===== src/rtl/irq_ctrl_if.sv =====
// ---------------------------------------------------------------------------
// irq_ctrl_if
//
// Purpose: register-bus and CP0 handshake bundle for irq_ctrl.
//
// Signals:
//   address  bridge address; irq_ctrl decodes only bits [3:2]
//   WE_I     register write strobe
//   DAT_I    write data
//   DAT_O    read data, combinational from address[3:2]
//   INT_ACK  one-cycle pulse from CP0 when it takes the interrupt
//   IRQ      registered interrupt request to CP0
//   HWINT    pending & MASK, for the CP0 Cause.IP field
//   CUR_ID   ID of the source being requested or serviced
//
// Modports:
//   master   bus master / CP0 side
//   slave    the interrupt controller
// ---------------------------------------------------------------------------
interface irq_ctrl_if #(
    parameter int N_SRC = 6
);
    logic [31:0]      address;
    logic             WE_I;
    logic [31:0]      DAT_I;
    logic [31:0]      DAT_O;
    logic             INT_ACK;
    logic             IRQ;
    logic [N_SRC-1:0] HWINT;
    logic [2:0]       CUR_ID;

    modport master (
        output address, WE_I, DAT_I, INT_ACK,
        input  DAT_O, IRQ, HWINT, CUR_ID
    );

    modport slave (
        input  address, WE_I, DAT_I, INT_ACK,
        output DAT_O, IRQ, HWINT, CUR_ID
    );
endinterface


===== src/rtl/irq_ctrl.sv =====
// ---------------------------------------------------------------------------
// irq_ctrl
//
// Purpose: interrupt controller sitting behind the Timer and other bridge
// devices. Each device line is latched into a pending bit (edge or level
// mode per source), gated by a per-source mask, and the lowest-index active
// source is presented to CP0 through a request / ack / end-of-interrupt
// handshake.
//
// Ports:
//   CLK_I    system clock, rising edge
//   RST_I    asynchronous active-low reset
//   IRQ_SRC  device interrupt lines [N_SRC-1:0]
//   bus      irq_ctrl_if.slave: address, WE_I, DAT_I, DAT_O, INT_ACK,
//            IRQ, HWINT, CUR_ID
//
// Register map (address[3:2]):
//   0 MASK     RW  1 = source enabled
//   1 MODE     RW  1 = edge, 0 = level
//   2 PENDING  RO  write-1-to-clear of edge-mode bits
//   3 STATUS   RO  {busy[31], state[9:8], CUR_ID[2:0]}; any write is EOI
//
// Build option:
//   IRQ_SYNC_EN  when defined, every IRQ_SRC bit goes through a two-flop
//                synchronizer before edge detection / level sampling,
//                adding two cycles to all source latencies.
// ---------------------------------------------------------------------------
module irq_ctrl #(
    parameter int N_SRC = 6
) (
    input  logic             CLK_I,
    input  logic             RST_I,
    input  logic [N_SRC-1:0] IRQ_SRC,
    irq_ctrl_if.slave        bus
);

    typedef enum logic [1:0] {
        ST_IDLE    = 2'd0,
        ST_REQ     = 2'd1,
        ST_SERVICE = 2'd2
    } state_t;

    // Architectural registers
    logic [N_SRC-1:0] mask;
    logic [N_SRC-1:0] mode;
    logic [N_SRC-1:0] pending;
    logic [N_SRC-1:0] src_d;
    state_t           state_q;
    logic [2:0]       cur_id_q;
    logic             irq_q;

    // Next-state values
    state_t           state_d;
    logic [2:0]       cur_id_d;
    logic             irq_d;
    logic [N_SRC-1:0] pending_d;

    // Source sampling point (optionally synchronized)
    logic [N_SRC-1:0] src_s;

    // Decode / selection helpers
    logic [1:0]       word_sel;
    logic             wr_mask;
    logic             wr_mode;
    logic             wr_pend;
    logic             wr_status;
    logic [N_SRC-1:0] act;
    logic [2:0]       sel;
    logic             any;
    logic [N_SRC-1:0] cur_oh;
    logic             cur_act;
    logic             ack_take;
    logic             busy;
    logic [31:0]      rd_data;

    // -----------------------------------------------------------------------
    // Source conditioning
    // -----------------------------------------------------------------------
`ifdef IRQ_SYNC_EN
    logic [N_SRC-1:0] src_sync_p0;
    logic [N_SRC-1:0] src_sync_p1;

    always_ff @(posedge CLK_I or negedge RST_I) begin
        if (!RST_I) begin
            src_sync_p0 <= '0;
            src_sync_p1 <= '0;
        end else begin
            src_sync_p0 <= IRQ_SRC;
            src_sync_p1 <= src_sync_p0;
        end
    end

    assign src_s = src_sync_p1;
`else
    assign src_s = IRQ_SRC;
`endif

    // -----------------------------------------------------------------------
    // Bus decode
    // -----------------------------------------------------------------------
    assign word_sel  = bus.address[3:2];
    assign wr_mask   = bus.WE_I && (word_sel == 2'd0);
    assign wr_mode   = bus.WE_I && (word_sel == 2'd1);
    assign wr_pend   = bus.WE_I && (word_sel == 2'd2);
    assign wr_status = bus.WE_I && (word_sel == 2'd3);

    // Only address[3:2] and DAT_I[N_SRC-1:0] carry meaning.
    logic unused_bus_bits;
    assign unused_bus_bits = ^{bus.address[31:4], bus.address[1:0], bus.DAT_I};

    // -----------------------------------------------------------------------
    // Priority selection: lowest active index wins
    // -----------------------------------------------------------------------
    assign act = pending & mask;

    always_comb begin
        sel = 3'd0;
        any = 1'b0;
        for (int i = N_SRC - 1; i >= 0; i--) begin
            if (act[i]) begin
                sel = 3'(i);
                any = 1'b1;
            end
        end
    end

    // One-hot of the latched ID; built by comparison so CUR_ID values beyond
    // N_SRC-1 simply select nothing.
    always_comb begin
        cur_oh = '0;
        for (int i = 0; i < N_SRC; i++) begin
            if (cur_id_q == 3'(i)) begin
                cur_oh[i] = 1'b1;
            end
        end
    end

    assign cur_act = |(act & cur_oh);

    // -----------------------------------------------------------------------
    // Handshake FSM: next state / outputs
    // -----------------------------------------------------------------------
    always_comb begin
        state_d  = state_q;
        cur_id_d = cur_id_q;
        irq_d    = irq_q;
        ack_take = 1'b0;
        unique case (state_q)
            ST_IDLE: begin
                if (any) begin
                    cur_id_d = sel;
                    irq_d    = 1'b1;
                    state_d  = ST_REQ;
                end
            end
            ST_REQ: begin
                // A withdrawn request beats an ACK arriving in the same cycle.
                if (!cur_act) begin
                    irq_d   = 1'b0;
                    state_d = ST_IDLE;
                end else if (bus.INT_ACK) begin
                    irq_d    = 1'b0;
                    ack_take = 1'b1;
                    state_d  = ST_SERVICE;
                end
            end
            ST_SERVICE: begin
                irq_d = 1'b0;
                if (wr_status) begin
                    state_d = ST_IDLE;
                end
            end
            default: begin
                irq_d   = 1'b0;
                state_d = ST_IDLE;
            end
        endcase
    end

    // -----------------------------------------------------------------------
    // Pending next value
    // -----------------------------------------------------------------------
    // Edge bits: a fresh rising edge overrides any clear in the same cycle.
    // Level bits: simply track the sampled source.
    always_comb begin
        logic [N_SRC-1:0] rise;
        logic [N_SRC-1:0] clr;
        logic [N_SRC-1:0] edge_next;
        rise      = src_s & ~src_d;
        clr       = (wr_pend ? bus.DAT_I[N_SRC-1:0] : '0) | (ack_take ? cur_oh : '0);
        edge_next = rise | (pending & ~clr);
        pending_d = (mode & edge_next) | (~mode & src_s);
    end

    // -----------------------------------------------------------------------
    // State registers
    // -----------------------------------------------------------------------
    always_ff @(posedge CLK_I or negedge RST_I) begin
        if (!RST_I) begin
            state_q  <= ST_IDLE;
            cur_id_q <= 3'd0;
            irq_q    <= 1'b0;
        end else begin
            state_q  <= state_d;
            cur_id_q <= cur_id_d;
            irq_q    <= irq_d;
        end
    end

    always_ff @(posedge CLK_I or negedge RST_I) begin
        if (!RST_I) begin
            mask    <= '0;
            mode    <= '0;
            pending <= '0;
            src_d   <= '0;
        end else begin
            if (wr_mask) begin
                mask <= bus.DAT_I[N_SRC-1:0];
            end
            if (wr_mode) begin
                mode <= bus.DAT_I[N_SRC-1:0];
            end
            pending <= pending_d;
            src_d   <= src_s;
        end
    end

    // -----------------------------------------------------------------------
    // Read mux and outputs
    // -----------------------------------------------------------------------
    assign busy = (state_q != ST_IDLE);

    always_comb begin
        rd_data = '0;
        unique case (word_sel)
            2'd0: rd_data[N_SRC-1:0] = mask;
            2'd1: rd_data[N_SRC-1:0] = mode;
            2'd2: rd_data[N_SRC-1:0] = pending;
            2'd3: rd_data = {busy, 21'd0, state_q, 5'd0, cur_id_q};
            default: rd_data = '0;
        endcase
    end

    assign bus.DAT_O  = rd_data;
    assign bus.HWINT  = act;
    assign bus.IRQ    = irq_q;
    assign bus.CUR_ID = cur_id_q;

endmodule

===== src/flat_wrapper.sv =====
// flat-port wrapper written by rule: the top's interface ports become plain ports
module irq_ctrl_flat 
#(
    parameter int N_SRC = 6
)
  (CLK_I, RST_I, IRQ_SRC, bus_address, bus_WE_I, bus_DAT_I, bus_INT_ACK, bus_DAT_O, bus_IRQ, bus_HWINT, bus_CUR_ID);
  irq_ctrl_if #(.N_SRC(N_SRC)) bus_i ();
  input  logic CLK_I;
  input  logic RST_I;
  input  logic [N_SRC-1:0] IRQ_SRC;
  input wire logic [$bits(bus_i.address)-1:0] bus_address;
  input wire logic [$bits(bus_i.WE_I)-1:0] bus_WE_I;
  input wire logic [$bits(bus_i.DAT_I)-1:0] bus_DAT_I;
  input wire logic [$bits(bus_i.INT_ACK)-1:0] bus_INT_ACK;
  output wire logic [$bits(bus_i.DAT_O)-1:0] bus_DAT_O;
  output wire logic [$bits(bus_i.IRQ)-1:0] bus_IRQ;
  output wire logic [$bits(bus_i.HWINT)-1:0] bus_HWINT;
  output wire logic [$bits(bus_i.CUR_ID)-1:0] bus_CUR_ID;
  assign bus_i.address = bus_address;
  assign bus_i.WE_I = bus_WE_I;
  assign bus_i.DAT_I = bus_DAT_I;
  assign bus_i.INT_ACK = bus_INT_ACK;
  assign bus_DAT_O = bus_i.DAT_O;
  assign bus_IRQ = bus_i.IRQ;
  assign bus_HWINT = bus_i.HWINT;
  assign bus_CUR_ID = bus_i.CUR_ID;
  irq_ctrl #(.N_SRC(N_SRC)) u_core (.CLK_I(CLK_I), .RST_I(RST_I), .IRQ_SRC(IRQ_SRC), .bus(bus_i));
endmodule

===== config.mk =====
export PLATFORM = sky130hd
export DESIGN_NAME = irq_ctrl_flat
export DESIGN_NICKNAME = d
export VERILOG_FILES = /design/src/rtl/irq_ctrl_if.sv /design/src/rtl/irq_ctrl.sv /design/src/flat_wrapper.sv
export SDC_FILE = /design/constraint.sdc
export NUM_CORES = 1
export LEC_CHECK = 0
export BUFFER_PORTS_ARGS = -buffer_cell sky130_fd_sc_hd__buf_2
export CAP_MARGIN = 20
export CORE_ASPECT_RATIO = 0.6
export CORE_MARGIN = 2
export CORE_UTILIZATION = 41
export CTS_CLUSTER_DIAMETER = 200
export DETAILED_ROUTE_END_ITERATION = 7
export PLACE_DENSITY_LB_ADDON = 0.25
export SETUP_SLACK_MARGIN = 0.02
export SLEW_MARGIN = 20
export SYNTH_ARGS = -nofsm -noshare
export SYNTH_HDL_FRONTEND = slang
export SYNTH_SLANG_ARGS = --single-unit

===== constraint.sdc =====
create_clock -name CLK_I -period 1.65 [get_ports CLK_I]
set_clock_uncertainty 0.1 [all_clocks]
set_input_delay 0 -clock CLK_I [delete_from_list [all_inputs] [get_ports CLK_I]]
set_output_delay 0 -clock CLK_I [all_outputs]
set_load 0.02 [all_outputs]

==> results of run 1 <==
cell families after synthesis:
logic type,synth area share
buffers and inverters,0.134
other,0.00215
muxes,0.134
and+or+nand+nor,0.199
AOI/OAI and AO/OA,0.0992
DFF,0.431
power by group:
group	internal [uW]	switching, uW
Sequential	897	157
Combinational	548	708
Clock	290	269
Total	1730	1130
state kept, by name, summed over array words and instances (netlist names):
signal             count
u_core.state_q         2
u_core.pending         6
u_core.bus.IRQ         1
u_core.bus.CUR_ID      3
u_core.mask            6
u_core.mode            6
u_core.src_d           6
area by class of cell:
cell class / count / area (um2)
sequential: 30 / 751
multi-input combinational: 132 / 853
tap: 60 / 75.1
inverter: 7 / 26.3
timing repair buffer: 64 / 430
fill: 409 / 1890
clock buffer: 7 / 76.3
per-stage QoR:
| step | TNS (ns) | total power, uW |
|---|---|---|
| global route | -0.00875 | 3070 |
| floorplan | 0 | 1860 |
| CTS | 0 | 2830 |
| global placement | 0 | 2220 |
| finish | 0 | 2870 |
| detailed placement | 0 | 2230 |
worst paths after layout:
path                                             startpoint                               end  slack (ns)  cells after the start
min reg2reg                       u_core.src_d[3]$_DFF_PN0_       u_core.pending[3]$_DFF_PN0_        0.40                      3
max in group asynchronous                             RST_I  u_core.bus.CUR_ID[1]$_DFFE_PN0P_        0.81                      2
max                        u_core.bus.CUR_ID[1]$_DFFE_PN0P_                      bus_DAT_O[1]        0.03                      3
max reg2reg                     u_core.pending[4]$_DFF_PN0_        u_core.bus.IRQ$_DFFE_PN0P_        0.05                      4
min                                          bus_address[2]     u_core.state_q[1]$_DFFE_PN0P_        0.09                      4
min in group asynchronous                             RST_I        u_core.mask[0]$_DFFE_PN0P_        0.19                      2
synth_stat cells, drive strengths merged:
cell	instances	area (um2)
a21oi	2	10.0
a22o	1	8.76
a22oi	3	22.5
a311oi	1	8.76
a31o	1	8.76
and2	2	12.5
and3	2	12.5
and3b	1	8.76
and4b	1	10.0
buf	28	204
clkbuf	1	3.75
conb	1	3.75
dfrtp	30	751
inv	7	26.3
mux2	12	135
mux2i	3	30.0
mux4	3	67.6
nand2	29	111
nand2b	2	12.5
nand3	9	45.0
nand3b	3	22.5
nand4b	1	8.76
nor2	3	11.3
nor2b	1	6.26
nor3	3	15.0
nor3b	1	12.5
nor4	3	18.8
nor4b	1	8.76
o2111ai	2	17.5
o21ai	10	50.0
o311a	1	10.0
o31ai	3	27.5
o41ai	1	8.76
or2	2	12.5
or3	1	7.51
or4b	1	10.0
critical path, delay by kind of cell, from the launching register on:
kind,cells,cell delay (ns)
mux,1,0.48
flops,1,0.40
buf+inv,2,0.35
routing by layer:
| metal | vias to the layer above | global-route usage | part of all wire |
|---|---|---|---|
| li1 | 702 | - | - |
| met1 | 675 | 0.282 | 0.49 |
| met2 | 59 | 0.260 | 0.41 |
| met3 | 8 | 0.0483 | 0.090 |
| met4 | 0 | 0.0682 | 0.014 |
| met5 | - | 0 | 0 |
timing repair:
item	in CTS	in global routing
hold buffers	15	0
resized for setup	0	4
endpoints found under the setup margin	0	4
endpoints found under the hold margin	57	0
setup buffers	0	3
==> results.yml, run 1 <==
run_status:
  status: "finished, final reports clean"
route:
  routedWlPerCell_um: 13.6
  drt_wl_total_mm: 4.09
  drcViolationCount: 0
  num_vias: 1444
  via_per_inst: 4.81
  antenna_left: 0
  drt_iter0_markers: 95
  dr.pass1.iters: 4
cts:
  htreeDepth: 2
  cts_buffer_depth: 2
  cts.clk_slew.worst_paths_ns: 0.06
  cts_sinks: 30
  clk-insertion-delay-late_ns: 0.28
  cts_tree: "built"
  clock-root-buffer: "clkbuf_8"
  numCtsBuffers: 5
finish:
  final_cell_count_no_fill: 300
  mostFrequentLayoutCells: "buf_2 (35), dfrtp_1 (30), nand2_1 (28)"
  layout_commonest_cell: "buf_2"
  fin_util: 0.540
  fin_area_um2: 2210
  area_growth_pct: 27.1
  antenna_cells: 0
  drive_gt1_frac: 0.267
  final_nets: 314
global_route:
  grt_max_degree: 31
  grt_remaining_overflow: 0
  groute.usage.overall: 0.188
  grt_pass1_wl_mm: 6.51
  antenna_found_initial: 0
  grt_pass1_vias: 1295
placement:
  hpwl_mm: 3.02
  pre_cts_ws_ns: 0.0701
  place.gp.congestion: 0.848
  dp.cells: 275
  postPlaceCellArea_um2: 1950
  io_buffers: 36
pwr:
  p_per_area_nw_per_um2: 1300
  peakVddDrop_v: 0.000514
  p_leak_uw: 0.00107
setup_path:
  cp-start-kind: "flip-flop"
  cp_common_cell: "buf_4"
  max_stage_delay_ns: 0.48
  critPathKind: "flip-flop to output port"
  crit_chain: "buf_4 -> mux4_2 -> buf_4"
  cp.arrival_ns: 1.52
  slowest_stage: "mux4_2"
  critPathRequiredTime_ns: 1.55
  end_kind: "output port"
  crit_path_max_fanout: 9
floorplanning:
  start_util: 0.425
  dieArea_um2: 4800
  die_w_um: 88.1
  coreArea_um2: 4100
  die_h_um: 54.5
  row_count: 18
  ios: 116
timing:
  maxSlewHeadroom: 0.539
  setup_viol: 0
  rsz0062_at_grt: "true"
  min_period_ns: 1.62
  finalHoldViolations: 0
  period_share: 0.982
  max_freq_mhz: 617
  holdWs_ns: 0.0874
  finalWorstSetupSlack_ns: 0.0300
  worst_pin_slew_ns: 0.692
  maxSlewViolCount: 0
logic_synthesis:
  avgSynthCellArea_um2: 9.89
  yosysWarnings: 0
  synth_cell_types: 42
  synth_cells: 176
  yosysSeqAreaShare: 0.431
  syn_area_um2: 1740
  ys_ff_latch: 30
flow_run:
  drv_cap: 0
min_path:
  hold_class: "input port to flip-flop"
(Power assumes the default switching activity.)
==> run 2: changes to the inputs <==
Settings changed: CAP_MARGIN 20 to 5, CORE_MARGIN 2 to 5.
==> results.yml, run 2 (synthesis gave the netlist of run 1 again) <==
floorplanning:
  die_h_um: 60.5
  row_count: 18
  start_util: 0.425
  coreArea_um2: 4100
  ios: 116
  die_w_um: 94.1
  dieArea_um2: 5690
finish:
  drive_gt1_frac: 0.289
  final_nets: 319
  nFillCells: 387
  fin_util: 0.556
  antenna_cells: 0
  register_area_um2: 751
  area_growth_pct: 31.0
  mostFrequentLayoutCells: "buf_2 (35), dfrtp_1 (30), nand2_1 (28)"
  multi_input_area_um2: 846
  layout_commonest_cell: "buf_2"
timing:
  finalHoldViolations: 0
  setup_viol: 0
  rsz0062_at_grt: "true"
  maxSlewViolCount: 0
  min_period_ns: 1.59
  finalWorstSetupSlack_ns: 0.0636
  holdWs_ns: 0.117
  maxSlewHeadroom: 0.533
  tns_ns: 0
  period_share: 0.961
  worst_pin_slew_ns: 0.701
  max_freq_mhz: 630
placement:
  pre_cts_ws_ns: 0.0952
  io_buffers: 36
  place.gp.congestion: 0.857
  hpwl_mm: 3.07
global_route:
  grt_pass1_vias: 1332
  grt_pass1_wl_mm: 6.68
  grt_max_degree: 31
  grt_remaining_overflow: 0
  groute.usage.overall: 0.157
  antenna_found_initial: 0
setup_path:
  rr_startpoint: "u_core.bus.CUR_ID[1]$_DFFE_PN0P_"
  critPathRequiredTime_ns: 1.76
  cp-start-kind: "flip-flop"
  timing.rr.end: "u_core.bus.IRQ$_DFFE_PN0P_"
  crit_path_max_fanout: 5
  reg2regPathDepth: 3
  critPathKind: "flip-flop to flip-flop"
  cp.arrival_ns: 1.70
  cp-startpoint: "u_core.bus.CUR_ID[1]$_DFFE_PN0P_"
  ff2ff_setup_slack_ns: 0.06
  end_kind: "flip-flop"
cts:
  clk-insertion-delay-late_ns: 0.28
  cts.clk_slew.worst_paths_ns: 0.06
  cts_tree: "built"
  clock-root-buffer: "clkbuf_8"
  htreeDepth: 2
  cts_buffer_depth: 2
  numCtsBuffers: 5
  cts_sinks: 30
route:
  routedWlPerCell_um: 14.3
  drt_iter0_markers: 71
  via_per_inst: 4.79
  drt_wl_total_mm: 4.37
  num_vias: 1465
  dr.pass1.iters: 4
  antenna_left: 0
  drcViolationCount: 0
min_path:
  hold_end: "u_core.state_q[1]$_DFFE_PN0P_"
  worstHoldStart: "bus_address[2]"
  hold_class: "input port to flip-flop"
  hold_path_depth: 4
run_status:
  status: "finished, final reports clean"
pwr:
  peakVddDrop_v: 0.000641
  p_leak_uw: 0.00112
  p_per_area_nw_per_um2: 1360
flow_run:
  drv_cap: 0
[run 2: report_power, final]
part | leakage (uW) | switching, uW | internal, uW | total, uW
Clock | 0.0000575 | 275 | 421 | 696
Combinational | 0.000703 | 732 | 612 | 1340
Sequential | 0.000356 | 161 | 897 | 1060
Total | 0.00112 | 1170 | 1930 | 3100
[run 2: through the flow]
| step | power (uW) | area (um2) | std cells |
|---|---|---|---|
| 3_5_place_dp | 2250 | 1960 | 277 |
| 5_1_grt | 3310 | 2280 | 306 |
| 3_3_place_gp | 2250 | 1960 | 277 |
| 4_1_cts | 2990 | 2220 | 300 |
| 6_report | 3100 | 2280 | 306 |
| 2_1_floorplan | 1860 | 1820 | 198 |
[run 2: worst max-delay path, cell delays in order, from the launching register on]
cell	delay, ns
dfrtp_1	0.42
o311a_1	0.40
or4b_4	0.49
o21ai_2	0.11
[run 2: cell type report]
type / count / share of cell area
clock buffer: 8 / 0.0483
inverter: 7 / 0.0115
sequential: 30 / 0.329
tap: 60 / 0.0329
multi-input combinational: 132 / 0.371
timing repair buffer: 69 / 0.207
[run 2: worst max-delay path by stage]
| stage | endpoint | slack (ns) | cells past startpoint |
|---|---|---|---|
| 2_1_floorplan | u_core.bus.IRQ$_DFFE_PN0P_ | 0.07 | 3 |
| 3_3_place_gp | u_core.bus.IRQ$_DFFE_PN0P_ | 0.08 | 4 |
| 3_5_place_dp | u_core.bus.IRQ$_DFFE_PN0P_ | 0.1 | 3 |
| 4_1_cts | bus_DAT_O[1] | 0.02 | 3 |
| 5_1_grt | u_core.bus.IRQ$_DFFE_PN0P_ | -0.0003 | 4 |
| 6_report | u_core.bus.IRQ$_DFFE_PN0P_ | 0.06 | 3 |
[run 2: what timing repair did]
action                                  4_1_cts  5_1_grt
setup buffers                                 0        6
hold endpoints to repair                     57        0
endpoints found under the setup margin        0        3
resized for setup                             0        4
hold buffers                                 15        0
[run 2: metal layers]
layer	share of wire	up-vias	track usage	routed length, um
met1	0.49	683	0.235	2140
met4	0.011	0	0.0556	46
met2	0.43	58	0.214	1860
met3	0.074	7	0.0458	322
met5	0	-	0	0
li1	-	717	-	-
